**config.mk**
```make
export PLATFORM = sky130hd
export DESIGN_NAME = sensor_debouncer
export DESIGN_NICKNAME = d
export VERILOG_FILES = /design/src/rtl/sensor_debouncer_pkg.sv /design/src/rtl/sensor_debouncer_debounce_channel.sv /design/src/rtl/sensor_debouncer.sv
export SDC_FILE = /design/constraint.sdc
export NUM_CORES = 1
export LEC_CHECK = 0
export ABC_AREA = 1
export BUFFER_PORTS_ARGS = -buffer_cell sky130_fd_sc_hd__buf_2
export CAP_MARGIN = 20
export CORE_UTILIZATION = 58
export DETAILED_ROUTE_END_ITERATION = 7
export MAX_ROUTING_LAYER = met4
export PLACE_DENSITY = 0.89
export SLEW_MARGIN = 5
export SYNTH_ARGS = -nofsm -noshare
export SYNTH_HDL_FRONTEND = slang
export SYNTH_HIERARCHICAL = 1
export SYNTH_SLANG_ARGS = --single-unit
```
**constraint.sdc**
```tcl
create_clock -name clock50 -period 2.2 [get_ports clock50]
set_clock_uncertainty 0.1 [all_clocks]
set_input_delay 0.22 -clock clock50 [delete_from_list [all_inputs] [get_ports clock50]]
set_output_delay 0.22 -clock clock50 [all_outputs]
set_load 0.005 [all_outputs]
```
**src/rtl/sensor_debouncer_pkg.sv**
```systemverilog
// Shared definitions for the alarm-system sensor debouncer: channel state
// encodings and default sizing.
package sensor_debouncer_pkg;

  localparam int unsigned DEF_CHANNELS     = 4;
  localparam int unsigned DEF_STABLE_TICKS = 3;
  localparam int unsigned DEF_CNT_W        = 4;

  typedef enum logic [1:0] {
    STABLE_LO = 2'b00,
    PEND_HI   = 2'b01,
    STABLE_HI = 2'b11,
    PEND_LO   = 2'b10
  } deb_state_e;

endpackage

```
**src/rtl/sensor_debouncer_debounce_channel.sv**
```systemverilog
// One debounced bit: 2-flop synchronizer, tick-sampled stability FSM with
// pending counter, and registered level/rise/fall.
module debounce_channel
  import sensor_debouncer_pkg::*;
#(
  parameter int unsigned STABLE_TICKS = DEF_STABLE_TICKS,
  parameter int unsigned CNT_W        = DEF_CNT_W
) (
  input  logic clock50,
  input  logic Mr,
  input  logic tick_stb,
  input  logic raw,
  output logic level,
  output logic rise,
  output logic fall,
  output logic change_c
);

  localparam logic [CNT_W-1:0] CNT_TARGET = CNT_W'(STABLE_TICKS);
  localparam logic [CNT_W-1:0] CNT_ONE    = CNT_W'(1);

  logic             sync_meta;
  logic             s;
  deb_state_e       state;
  deb_state_e       state_nxt;
  logic [CNT_W-1:0] cnt;
  logic [CNT_W-1:0] cnt_nxt;
  logic [CNT_W-1:0] cnt_inc;
  logic             hit;
  logic             level_nxt;
  logic             rise_nxt;
  logic             fall_nxt;

  // Metastability guard for the asynchronous sensor input
  always_ff @(posedge clock50 or negedge Mr) begin
    if (!Mr) begin
      sync_meta <= 1'b0;
      s         <= 1'b0;
    end else begin
      sync_meta <= raw;
      s         <= sync_meta;
    end
  end

  always_ff @(posedge clock50 or negedge Mr) begin
    if (!Mr) begin
      state <= STABLE_LO;
      cnt   <= '0;
      level <= 1'b0;
      rise  <= 1'b0;
      fall  <= 1'b0;
    end else begin
      state <= state_nxt;
      cnt   <= cnt_nxt;
      level <= level_nxt;
      rise  <= rise_nxt;
      fall  <= fall_nxt;
    end
  end

  // cnt is 0 in both stable states, so the first disagreeing sample gives
  // cnt_inc = 1 and STABLE_TICKS = 1 commits immediately.
  assign cnt_inc = cnt + CNT_ONE;
  assign hit     = (cnt_inc == CNT_TARGET);

  always_comb begin
    state_nxt = state;
    cnt_nxt   = cnt;
    level_nxt = level;
    rise_nxt  = 1'b0;
    fall_nxt  = 1'b0;
    if (tick_stb) begin
      case (state)
        STABLE_LO, PEND_HI: begin
          if (s) begin
            if (hit) begin
              state_nxt = STABLE_HI;
              cnt_nxt   = '0;
              level_nxt = 1'b1;
              rise_nxt  = 1'b1;
            end else begin
              state_nxt = PEND_HI;
              cnt_nxt   = cnt_inc;
            end
          end else begin
            state_nxt = STABLE_LO;
            cnt_nxt   = '0;
          end
        end
        STABLE_HI, PEND_LO: begin
          if (!s) begin
            if (hit) begin
              state_nxt = STABLE_LO;
              cnt_nxt   = '0;
              level_nxt = 1'b0;
              fall_nxt  = 1'b1;
            end else begin
              state_nxt = PEND_LO;
              cnt_nxt   = cnt_inc;
            end
          end else begin
            state_nxt = STABLE_HI;
            cnt_nxt   = '0;
          end
        end
        default: begin
          state_nxt = STABLE_LO;
          cnt_nxt   = '0;
        end
      endcase
    end
  end

  assign change_c = rise_nxt | fall_nxt;

endmodule

```
**src/rtl/sensor_debouncer.sv**
```systemverilog
// Multi-channel sensor/keypad debouncer: turns the 20 ms timer tick into a
// single-clock sample strobe and debounces each raw input against it.
module sensor_debouncer
  import sensor_debouncer_pkg::*;
#(
  parameter int unsigned CHANNELS     = DEF_CHANNELS,
  parameter int unsigned STABLE_TICKS = DEF_STABLE_TICKS,
  parameter int unsigned CNT_W        = DEF_CNT_W
) (
  input  logic                clock50,
  input  logic                Mr,
  input  logic                tick,
  input  logic [CHANNELS-1:0] raw_in,
  output logic [CHANNELS-1:0] level,
  output logic [CHANNELS-1:0] rise,
  output logic [CHANNELS-1:0] fall,
  output logic                any_change
);

  logic                tick_d;
  logic                tick_stb_c;
  logic [CHANNELS-1:0] change_c;

  // tick_d resets high so a tick already asserted at reset release is ignored
  always_ff @(posedge clock50 or negedge Mr) begin
    if (!Mr) begin
      tick_d <= 1'b1;
    end else begin
      tick_d <= tick;
    end
  end

  assign tick_stb_c = tick & ~tick_d;

  for (genvar g = 0; g < int'(CHANNELS); g++) begin : g_ch
    debounce_channel #(
      .STABLE_TICKS(STABLE_TICKS),
      .CNT_W       (CNT_W)
    ) u_ch (
      .clock50 (clock50),
      .Mr      (Mr),
      .tick_stb(tick_stb_c),
      .raw     (raw_in[g]),
      .level   (level[g]),
      .rise    (rise[g]),
      .fall    (fall[g]),
      .change_c(change_c[g])
    );
  end

  // Built from the channels' next-strobe terms so it lands with rise/fall
  always_ff @(posedge clock50 or negedge Mr) begin
    if (!Mr) begin
      any_change <= 1'b0;
    end else begin
      any_change <= |change_c;
    end
  end

endmodule

```
==> run_results.csv, run 1 <==
group,metric,value,unit
status,status,"finished, final reports clean",
drt,final_antenna_net_count,0,
drt,maxUsedRoutingLayer,"met4",
floorplanning,floorplan.rows,21,
job,maxCapViolCount,0,
yosys,synth_top_cells_by_area,"sky130_fd_sc_hd__dfrtp_1 48%, sky130_fd_sc_hd__nand2_1 13%, sky130_fd_sc_hd__inv_1 7.2%",
clocking,clock-root-buffer,"sky130_fd_sc_hd__clkbuf_8",
final_layout,number_of_inserted_filler_cells_in_the_final_layout,268,
clocking,cts_setup_buffers,0,
power_and_ir_drop,power.ir.vdd_worst,0.660,mV
clocking,cts_made_buffers,5,
setup_path,worst_path_largest_cell_delay,0.53,ns
sta,max_slew.worst_pin.slew,0.315,ns
floorplanning,die_y,62.8,um
floorplanning,initial_utilization,62.2,%
final_layout,multi_input_logic_area,851,um2
power_and_ir_drop,power.net_switching,862,uW
final_layout,layout.area.seq,1050,um2
placed_design,hpwlAfterDp,2.64,mm
sta,maxClockFrequency,605,MHz
drt,routed_wl,3.58,mm
floorplanning,floorplan.die.width,62.8,um
sta,rsz0062_at_grt,"no",
setup_path,path_delay_family,"buffers and inverters",
drt,initialDrtViolationCount,65,
yosys,synth.cell_area,2140,um2
final_layout,drive_gt1_share,24.4,%
placed_design,gpl_congestion,0.878,
drt,drc,0,
global_route,grt_first_pass_wirelength,6.45,mm
power_and_ir_drop,seq_power_share,45.3,%
power_and_ir_drop,netSwitchingFraction,35.4,%
setup_path,criticalPathCategory,"in2reg",
global_route,grt-ovfl-total,0,
global_route,grt_start_max_net_pins,25,
placed_design,port_buffers,19,
drt,met2WireLength,1.81,mm
sta,final_critical_path_setup_slack,0.547,ns
yosys,syn-mean-instance-area,9.12,um2
clocking,tritoncts_sink_count,42,
yosys,yosysSeqAreaShare,49.1,%
yosys,synth-seq-cells,42,
final_layout,final_area,2470,um2
setup_path,end_kind,"flip-flop",
final_layout,insertedDiodeCount,0,
floorplanning,core,3440,um2
power_and_ir_drop,internal_power,1570,uW
setup_path,critical_path_arrival,1.74,ns
sta,relSlewSlack,79.0,%
sta,finalSetupTns,0,ns
setup_path,critical-path-slowest-cell,"sky130_fd_sc_hd__dlygate4sd3_1",
setup_path,critPathMaxFanout,24,
placed_design,placement.setup.worst_slack,0.710,ns
clocking,path_clk_slew,0.07,ns
global_route,grt_usage,22.4,%
yosys,synth.yosys.warnings,6,
power_and_ir_drop,total_leakage_power,0.00139,uW
setup_path,cp_cell_sequence,"dlygate4sd3_1 > buf_2 > inv_1 > nor2_1 > buf_4 > nand2_1 > inv_1 > nand3_2 > nand2_1 > nand2_1",
floorplanning,num_io_pins,20,
yosys,netlist_instances,235,
drt,vias_per_cell,4.96,
clocking,tritoncts,"done",
yosys,post_synth_num_cell_types,17,
yosys,netlist.top_cell.by_area,"sky130_fd_sc_hd__dfrtp_1",
setup_path,startpoint_type,"primary input",
drt,drt-wirelength-per-cell,11.3,um
sta,finalSetupViolCount,0,
setup_path,crit_required,2.29,ns
global_route,grt_pass1_vias,1560,
drt,wl_met1,1.54,mm
power_and_ir_drop,cellPowerDensity,985,nW/um2
drt,dr_wl_met3,163,um
drt,dr.pass1.iters,4,
clocking,cts_htree_levels,2,
clocking,clockBufferDepth,2,
hold_path,hold_path.class,"in2async",
final_layout,flow.area_growth_from_synthesis,15.2,%
yosys,netlist.area_leader.share,47.9,%
global_route,number_of_antenna_violations_at_the_first_check_in_global_routing,0,
floorplanning,floorplan_die_area,3940,um2
power_and_ir_drop,power.combinational.fraction,34.0,%
setup_path,crit_top_cell,"sky130_fd_sc_hd__nand2_1",
sta,finalCriticalPeriod,1.65,ns
setup_path,crit_buf_inv,5,
sta,final_hold_viol_count,0,
clocking,clock_insertion_delay_at_the_later_pin_of_the_skew_report,0.29,ns
placed_design,placed_area,2320,um2
yosys,mapped_nets,250,
power_and_ir_drop,clock_network_power_share,20.7,%
drt,vias,1572,
sta,min_period_over_period,75.1,%
final_layout,layout.nets,285,
sta,maxSlewViolCount,0,
==> worst paths after layout <==
kind / end / depth (start not counted) / slack [ns] / start
hold reg to reg: g_ch[3].u_ch/s / 0 / 0.24 / g_ch[3].u_ch/sync_meta
hold / removal: g_ch[1].u_ch/cnt[0] / 2 / 0.24 / Mr
setup reg to reg: any_change / 8 / 0.70 / tick_d
max in group asynchronous: tick_d / 3 / 1.22 / Mr
min in group clock50: g_ch[3].u_ch/s / 0 / 0.24 / g_ch[3].u_ch/sync_meta
setup / recovery: g_ch[3].u_ch/level / 10 / 0.55 / tick
==> per-stage QoR <==
stage | hold WS, ns | total power, uW | instances | utilization (%)
floorplan | -0.176 | 1730 | 235 | -
global placement | 0.0317 | 1890 | 303 | 67.3
detailed placement | 0.0292 | 1930 | 303 | 67.3
CTS | 0.234 | 2450 | 317 | 71.7
global route | 0.267 | 2610 | 317 | 71.7
finish | 0.238 | 2430 | 317 | 71.7
==> cells by family (layout without fill, tap and decap cells) <==
kind of cell,count (synthesis),count (layout),synth area share [%]
adders and majority gates,8,8,4.67
buffers and inverters,49,85,11.2
DFF,42,42,49.1
AOI/OAI and AO/OA,8,8,2.10
and+or+nand+nor,128,128,32.9
==> registers in the layout, summed over array words and instances, names as in the netlist <==
| register | flops |
|---|---|
| g_ch.u_ch/s | 4 |
| g_ch.u_ch/fall | 4 |
| g_ch.u_ch/state | 4 |
| g_ch.u_ch/level | 4 |
| any_change | 1 |
| g_ch.u_ch/rise | 4 |
| g_ch.u_ch/cnt | 16 |
| tick_d | 1 |
| g_ch.u_ch/sync_meta | 4 |
==> power groups by stage <==
| stage | Combinational (uW) | Sequential, uW | Clock [uW] |
|---|---|---|---|
| finish | 827 | 1100 | 503 |
| global route | 928 | 1120 | 556 |
| CTS | 832 | 1100 | 515 |
| detailed placement | 818 | 1110 | 0 |
| global placement | 788 | 1100 | 0 |
| floorplan | 650 | 1080 | 0 |
==> metal layers <==
layer,GRT usage (%),vias up
met3,5.84,6
met2,36.3,35
met4,12.2,0
met1,25.3,745
met5,-,-
li1,-,786
==> area by class of cell <==
type / instances / share of cell area [%]
Clock buffer: 7 / 3.50
Clock inverter: 1 / 0.203
Inverter: 49 / 9.68
Multi-Input combinational cell: 144 / 34.5
Sequential cell: 42 / 42.6
Tap cell: 46 / 2.33
Timing Repair Buffer: 28 / 7.20
==> repair_timing <==
action,in CTS,in global routing
hold buffers,6,0
gates resized for setup,0,0
endpoints found under the hold margin,18,0
==> cell usage after synthesis <==
cell type,count
sky130_fd_sc_hd__nand2_2,8
sky130_fd_sc_hd__dfstp_2,1
sky130_fd_sc_hd__bufinv_8,4
sky130_fd_sc_hd__o22ai_1,4
sky130_fd_sc_hd__nand4_2,4
sky130_fd_sc_hd__dfrtp_1,41
sky130_fd_sc_hd__nand2_4,4
sky130_fd_sc_hd__inv_1,41
sky130_fd_sc_hd__nand2_1,73
sky130_fd_sc_hd__nor2_1,11
sky130_fd_sc_hd__nand3_2,8
sky130_fd_sc_hd__ha_1,8
sky130_fd_sc_hd__nand4_1,4
sky130_fd_sc_hd__o21ai_1,4
sky130_fd_sc_hd__nor2_8,4
sky130_fd_sc_hd__inv_2,4
sky130_fd_sc_hd__nand3_1,12
==> worst register-to-register path, stage by stage, from the launching register on <==
cell and delay (ns):
sky130_fd_sc_hd__dfstp_2 0.52, sky130_fd_sc_hd__nor2_1 0.04, sky130_fd_sc_hd__buf_4 0.21, sky130_fd_sc_hd__nand2_1 0.14, sky130_fd_sc_hd__inv_1 0.09, sky130_fd_sc_hd__nand3_2 0.08, sky130_fd_sc_hd__inv_1 0.05, sky130_fd_sc_hd__nor2_1 0.10
sky130_fd_sc_hd__nand2_1 0.06
==> layout by cell type, fill, tap and decap left out <==
| master | instances |
|---|---|
| sky130_fd_sc_hd__nand4_1 | 4 |
| sky130_fd_sc_hd__nand3_2 | 8 |
| sky130_fd_sc_hd__ha_1 | 8 |
| sky130_fd_sc_hd__buf_2 | 19 |
| sky130_fd_sc_hd__dlygate4sd3_1 | 6 |
| sky130_fd_sc_hd__buf_4 | 3 |
| sky130_fd_sc_hd__clkbuf_8 | 6 |
| sky130_fd_sc_hd__nand2_4 | 4 |
| sky130_fd_sc_hd__nand2_2 | 8 |
| sky130_fd_sc_hd__inv_1 | 41 |
| sky130_fd_sc_hd__o21ai_1 | 4 |
| sky130_fd_sc_hd__dfrtp_1 | 41 |
| sky130_fd_sc_hd__nand2_1 | 73 |
| sky130_fd_sc_hd__clkinv_2 | 1 |
| sky130_fd_sc_hd__bufinv_8 | 4 |
| sky130_fd_sc_hd__nand4_2 | 4 |
| sky130_fd_sc_hd__clkbuf_1 | 1 |
| sky130_fd_sc_hd__nor2_8 | 4 |
| sky130_fd_sc_hd__o22ai_1 | 4 |
| sky130_fd_sc_hd__nand3_1 | 12 |
| sky130_fd_sc_hd__dfstp_2 | 1 |
| sky130_fd_sc_hd__inv_2 | 4 |
| sky130_fd_sc_hd__nor2_1 | 11 |
(Power assumes the default switching activity.)
==> run 2, diff against run 1 <==
--- a/config.mk
+++ b/config.mk
@@ -8,10 +8,10 @@
 export ABC_AREA = 1
 export BUFFER_PORTS_ARGS = -buffer_cell sky130_fd_sc_hd__buf_2
 export CAP_MARGIN = 20
-export CORE_UTILIZATION = 58
+export CORE_UTILIZATION = 52
 export DETAILED_ROUTE_END_ITERATION = 7
 export MAX_ROUTING_LAYER = met4
-export PLACE_DENSITY = 0.89
+export PLACE_DENSITY = 0.85
 export SLEW_MARGIN = 5
 export SYNTH_ARGS = -nofsm -noshare
 export SYNTH_HDL_FRONTEND = slang
==> constraint.sdc (replaced) <==
create_clock -name clock50 -period 1.49 [get_ports clock50]
set_clock_uncertainty 0.1 [all_clocks]
set_input_delay 0.149 -clock clock50 [delete_from_list [all_inputs] [get_ports clock50]]
set_output_delay 0.149 -clock clock50 [all_outputs]
set_load 0.005 [all_outputs]
==> run 2 against run 1 <==
Effect of this change:
- first-iteration DRC count decreased by 37%
- critical endpoint is now any_change
- largest power group unchanged
- setup slack worse by 0.47 ns
- highest routed layer unchanged
- critical path type is now reg2reg
- power up 54%
- combinational power is 62% higher
==> run_results.csv, run 2 (synthesized netlist as in run 1, its figures left out) <==
group,metric,value,unit
status,status,"finished, final reports clean",
power_and_ir_drop,fin_total_pwr,3750,uW
hold_path,hold_path.class,"reg2reg",
global_route,grt_pass1_vias,1460,
sta,finalCriticalPeriod,1.41,ns
setup_path,end_kind,"flip-flop",
setup_path,crit_buf_inv,2,
sta,final_hold_viol_count,0,
setup_path,path_delay_family,"simple AND/OR/NAND/NOR gates",
global_route,grt_first_pass_wirelength,5.89,mm
sta,finalSetupViolCount,0,
floorplanning,floorplan_die_area,4380,um2
sta,relSlewSlack,63.8,%
global_route,number_of_antenna_violations_at_the_first_check_in_global_routing,0,
placed_design,hpwlAfterDp,2.59,mm
final_layout,drive_gt1_share,32.5,%
global_route,met3_usage,5.86,%
setup_path,criticalPathCategory,"reg2reg",
global_route,grt-ovfl-total,0,
final_layout,final_common_cell,"sky130_fd_sc_hd__nand2_1",
clocking,clockBufferDepth,2,
setup_path,critPathMaxFanout,5,
floorplanning,initial_utilization,56.4,%
sta,max_slew.worst_pin.slew,0.542,ns
drt,initialDrtViolationCount,41,
sta,fin_hold_ws,0.248,ns
placed_design,port_buffers,19,
placed_design,dp_cells,308,
floorplanning,floorplan.die.width,66.2,um
final_layout,largest-register,"g_ch.u_ch/cnt",
drt,routed_wl,3.74,mm
placed_design,gpl_congestion,0.857,
clocking,cts_htree_levels,2,
global_route,global_route.usage.met2,30.0,%
clocking,path_clk_slew,0.08,ns
drt,drc,0,
final_layout,layout.cells.most_common_list,"72 x sky130_fd_sc_hd__nand2_1, 38 x sky130_fd_sc_hd__dfrtp_1, 37 x sky130_fd_sc_hd__inv_1, 19 x sky130_fd_sc_hd__buf_2, 13 x sky130_fd_sc_hd__buf_4",
drt,vias,1602,
sta,min_period_over_period,94.8,%
global_route,grt.busiest_layer,"met2",
setup_path,critical-path-slowest-cell,"sky130_fd_sc_hd__dfrtp_1",
job,maxCapViolCount,0,
setup_path,cp_cell_sequence,"ha_1 > inv_1 > nand2_1 > nand2_4 > nor2_8 > nand3_2 > inv_1 > nor2_1 > nand2_1",
final_layout,insertedDiodeCount,0,
clocking,tritoncts_sink_count,42,
clocking,clock-root-buffer,"sky130_fd_sc_hd__clkbuf_8",
global_route,grt_usage,18.9,%
power_and_ir_drop,power.ir.vdd_worst,0.649,mV
clocking,cts_made_buffers,5,
final_layout,largest_register_ff_count,16,
placed_design,placement.setup.worst_slack,0.0568,ns
sta,maxSlewViolCount,0,
setup_path,worst_path_largest_cell_delay,0.43,ns
clocking,clock_insertion_delay_at_the_later_pin_of_the_skew_report,0.30,ns
setup_path,critical_path_arrival,1.51,ns
global_route,met1_usage,21.8,%
power_and_ir_drop,cellPowerDensity,1430,nW/um2
floorplanning,num_io_pins,20,
floorplanning,floorplan.rows,22,
setup_path,crit_required,1.58,ns
floorplanning,die_y,66.2,um
power_and_ir_drop,total_leakage_power,0.00145,uW
sta,final_critical_path_setup_slack,0.0775,ns
drt,vias_per_cell,4.84,
floorplanning,core,3800,um2
sta,maxClockFrequency,708,MHz
final_layout,flow.area_growth_from_synthesis,22.5,%
setup_path,startpoint_type,"flip-flop",
global_route,grt_start_max_net_pins,24,
sta,finalSetupTns,0,ns
clocking,tritoncts,"done",
final_layout,layout.nets,297,
drt,final_antenna_net_count,0,
drt,drt-wirelength-per-cell,11.3,um
final_layout,layout.cells.non_filler,331,
drt,dr.pass1.iters,4,
run 2: cell count changes in the layout (fill, tap and decap cells not counted), moves of 2 or more:
cell	change
sky130_fd_sc_hd__buf_12	+2
sky130_fd_sc_hd__buf_4	+10
sky130_fd_sc_hd__dfrtp_1	-3
sky130_fd_sc_hd__dfrtp_2	+3
sky130_fd_sc_hd__ha_1	-3
sky130_fd_sc_hd__ha_2	+2
sky130_fd_sc_hd__inv_1	-4
sky130_fd_sc_hd__inv_2	+4
sky130_fd_sc_hd__nor2_1	-2
run 2: final cells by class:
| class | count | area (um2) |
|---|---|---|
| Multi-Input combinational cell | 144 | 881 |
| Timing Repair Buffer | 40 | 293 |
| Sequential cell | 42 | 1060 |
| Clock buffer | 6 | 82.6 |
| Tap cell | 48 | 60.1 |
| Fill cell | 284 | 1170 |
| Inverter | 49 | 239 |
| Clock inverter | 2 | 12.5 |
run 2: worst paths after layout:
kind / startpoint / endpoint / slack, ns / cells after the start
min reg2reg: g_ch[1].u_ch/sync_meta / g_ch[1].u_ch/s / 0.25 / 0
min: g_ch[1].u_ch/sync_meta / g_ch[1].u_ch/s / 0.25 / 0
min in group asynchronous: Mr / g_ch[3].u_ch/cnt[3] / 0.26 / 2
max in group asynchronous: Mr / g_ch[2].u_ch/cnt[3] / 0.54 / 3
max reg2reg: g_ch[0].u_ch/cnt[0] / any_change / 0.08 / 9
max: g_ch[0].u_ch/cnt[0] / any_change / 0.08 / 9
run 2: metrics by stage:
step,util [%],cell area (um2)
after floorplan,-,2150
after global placement,62.2,2360
after detailed placement,62.2,2360
after CTS,66.3,2520
after global routing,69.1,2620
final,69.1,2620
run 2: metal layers:
metal | share of wire, % | up-vias
met5 | 0 | -
met3 | 2.9 | 6
met1 | 45 | 769
met4 | 2.0 | 0
li1 | - | 809
met2 | 51 | 18
run 2: report_power, final:
| group | internal (uW) | switching (uW) |
|---|---|---|
| clock network | 372 | 392 |
| logic | 660 | 676 |
| registers | 1390 | 258 |
run 2: timing repair:
action	4_1_cts	5_1_grt
buffers inserted	0	9
setup endpoints to repair	0	6
endpoints found under the hold margin	26	0
hold buffers	6	0
resized for setup	0	13
run 2: worst register-to-register path, delay by kind of cell (launching register included):
family        cells  cell delay [ns]
buf+inv           2             0.10
fa+ha+maj         1             0.25
flops             1             0.43
simple gates      6             0.44
==> run 3, diff against run 2 <==
--- a/config.mk
+++ b/config.mk
@@ -8,10 +8,10 @@
 export ABC_AREA = 1
 export BUFFER_PORTS_ARGS = -buffer_cell sky130_fd_sc_hd__buf_2
 export CAP_MARGIN = 20
-export CORE_UTILIZATION = 52
+export CORE_UTILIZATION = 40
 export DETAILED_ROUTE_END_ITERATION = 7
 export MAX_ROUTING_LAYER = met4
-export PLACE_DENSITY = 0.85
+export PLACE_DENSITY = 0.71
 export SLEW_MARGIN = 5
 export SYNTH_ARGS = -nofsm -noshare
 export SYNTH_HDL_FRONTEND = slang
==> run 3 against run 2 <==
Effect of this change:
- worst hold slack got worse by 0.031 ns
- design area fell by 0.52%
- highest routed layer unchanged
- register-to-register slack barely moved
- via count fell by 2.3%
- critical endpoint unchanged
- clock power fell by 2%
- non-clock buffer count fell by 2
- count of clock-buffer cells in the layout rose by 1
- die area rose by 29%
==> run_results.csv, run 3 (synthesized netlist as in run 1, its figures left out) <==
group,metric,value,unit
global_route,grt_pass1_vias,1472,
sta,finalCriticalPeriod,1.41,ns
drt,drt-wirelength-per-cell,10.1,um
drt,dr.pass1.iters,6,
final_layout,drive_gt1_share,31.0,%
sta,maxClockFrequency,710,MHz
placed_design,placed_area,2420,um2
final_layout,flow.area_growth_from_synthesis,21.8,%
sta,min_period_over_period,94.5,%
setup_path,critical-path-slowest-cell,"sky130_fd_sc_hd__dfrtp_1",
power_and_ir_drop,clock_network_power_share,20.5,%
global_route,grt_start_max_net_pins,28,
setup_path,path_delay_family,"flip-flops",
floorplanning,floorplan.die.width,75.2,um
power_and_ir_drop,power.combinational.fraction,35.4,%
drt,routed_wl,3.56,mm
setup_path,end_kind,"flip-flop",
final_layout,largest_register_ff_count,16,
setup_path,r2r_slack,0.08,ns
setup_path,critPathMaxFanout,5,
sta,rsz0062_at_grt,"no",
drt,drc,0,
setup_path,startpoint_type,"flip-flop",
power_and_ir_drop,power.ir.vdd_worst,0.702,mV
clocking,tritoncts_sink_count,42,
sta,relSlewSlack,74.1,%
clocking,clockBufferDepth,2,
floorplanning,die_y,75.2,um
sta,final_hold_viol_count,0,
setup_path,crit_required,1.58,ns
job,maxCapViolCount,0,
placed_design,gpl_congestion,0.840,
placed_design,dp_cells,334,
sta,fin_hold_ws,0.217,ns
power_and_ir_drop,internal_power,2400,uW
placed_design,hpwlAfterDp,2.59,mm
floorplanning,core,5140,um2
final_layout,insertedDiodeCount,0,
sta,maxSlewViolCount,0,
drt,vias,1565,
setup_path,crit_buf_inv,3,
clocking,clock-root-buffer,"sky130_fd_sc_hd__clkbuf_8",
final_layout,layout.cells.non_filler,351,
power_and_ir_drop,seq_power_share,44.1,%
setup_path,worst_path_largest_cell_delay,0.42,ns
final_layout,layout.nets,295,
setup_path,critical_path_arrival,1.49,ns
clocking,cts_htree_levels,2,
clocking,cts_made_buffers,5,
floorplanning,floorplan.rows,26,
global_route,grt_usage,14.9,%
final_layout,final_area,2610,um2
power_and_ir_drop,cellPowerDensity,1410,nW/um2
sta,finalSetupTns,0,ns
placed_design,port_buffers,19,
drt,initialDrtViolationCount,54,
clocking,clock_insertion_delay_at_the_later_pin_of_the_skew_report,0.28,ns
final_layout,largest-register,"g_ch.u_ch/cnt",
power_and_ir_drop,power.net_switching,1270,uW
drt,vias_per_cell,4.46,
floorplanning,floorplan_die_area,5650,um2
final_layout,final_common_cell,"sky130_fd_sc_hd__nand2_1",
global_route,grt-ovfl-total,0,
global_route,number_of_antenna_violations_at_the_first_check_in_global_routing,0,
hold_path,hold_path.class,"in2async",
sta,finalSetupViolCount,0,
final_layout,utilization,50.8,%
power_and_ir_drop,netSwitchingFraction,34.6,%
clocking,tritoncts,"done",
sta,max_slew.worst_pin.slew,0.389,ns
power_and_ir_drop,total_leakage_power,0.00143,uW
clocking,path_clk_slew,0.08,ns
drt,final_antenna_net_count,0,
setup_path,cp_cell_sequence,"buf_4 > ha_1 > bufinv_8 > nor2_8 > nand3_2 > inv_1 > nor2_1 > nand2_1",
floorplanning,num_io_pins,20,
setup_path,criticalPathCategory,"reg2reg",
global_route,grt_first_pass_wirelength,6.09,mm
final_layout,layout.cells.most_common_list,"72 x sky130_fd_sc_hd__nand2_1, 39 x sky130_fd_sc_hd__inv_1, 38 x sky130_fd_sc_hd__dfrtp_1, 19 x sky130_fd_sc_hd__buf_2",
status,status,"finished, final reports clean",
floorplanning,initial_utilization,41.7,%
## run 3: layout make-up
type	count	area, um2
Timing Repair Buffer	38	265
Clock inverter	1	5.00
Fill cell	488	2530
Multi-Input combinational cell	144	871
Clock buffer	7	86.3
Tap cell	70	87.6
Inverter	49	239
Sequential cell	42	1060
## run 3: path summary, 6_finish.rpt
check,start,end,cells after the start
max reg2reg,g_ch[0].u_ch/cnt[1],any_change,8
max,g_ch[0].u_ch/cnt[1],any_change,8
max in group asynchronous,Mr,g_ch[3].u_ch/cnt[0],3
min,Mr,g_ch[0].u_ch/state[1],2
min reg2reg,g_ch[3].u_ch/sync_meta,g_ch[3].u_ch/s,0
min in group clock50,tick,g_ch[2].u_ch/cnt[3],4
## run 3: what timing repair did
action,in CTS,in global routing
setup buffers,0,3
hold endpoints to repair,20,0
setup endpoints to repair,0,6
hold buffers,6,0
gates resized for setup,0,10
## run 3: power groups by stage
| stage | Sequential [uW] | Clock [uW] | Combinational (uW) |
|---|---|---|---|
| after detailed placement | 1630 | 0 | 1240 |
| final | 1620 | 751 | 1300 |
| after CTS | 1610 | 775 | 1260 |
| after floorplan | 1590 | 0 | 962 |
| after global placement | 1620 | 0 | 1220 |
| after global routing | 1660 | 817 | 1450 |
## run 3: per-stage QoR
step	worst slack, ns	power [uW]
floorplan	0.149	2550
global placement	0.0888	2840
detailed placement	0.0867	2870
CTS	0.0711	3640
global route	0.00209	3930
finish	0.0818	3670
## run 3: layer usage
metal	part of all wire, %	routed length, um	up-vias	GRT usage (%)
met1	46	1640	730	17.6
met5	0	0	-	-
met4	1.1	38	0	4.73
met3	3.3	119	4	4.02
met2	49	1760	29	24.7
li1	-	-	802	-
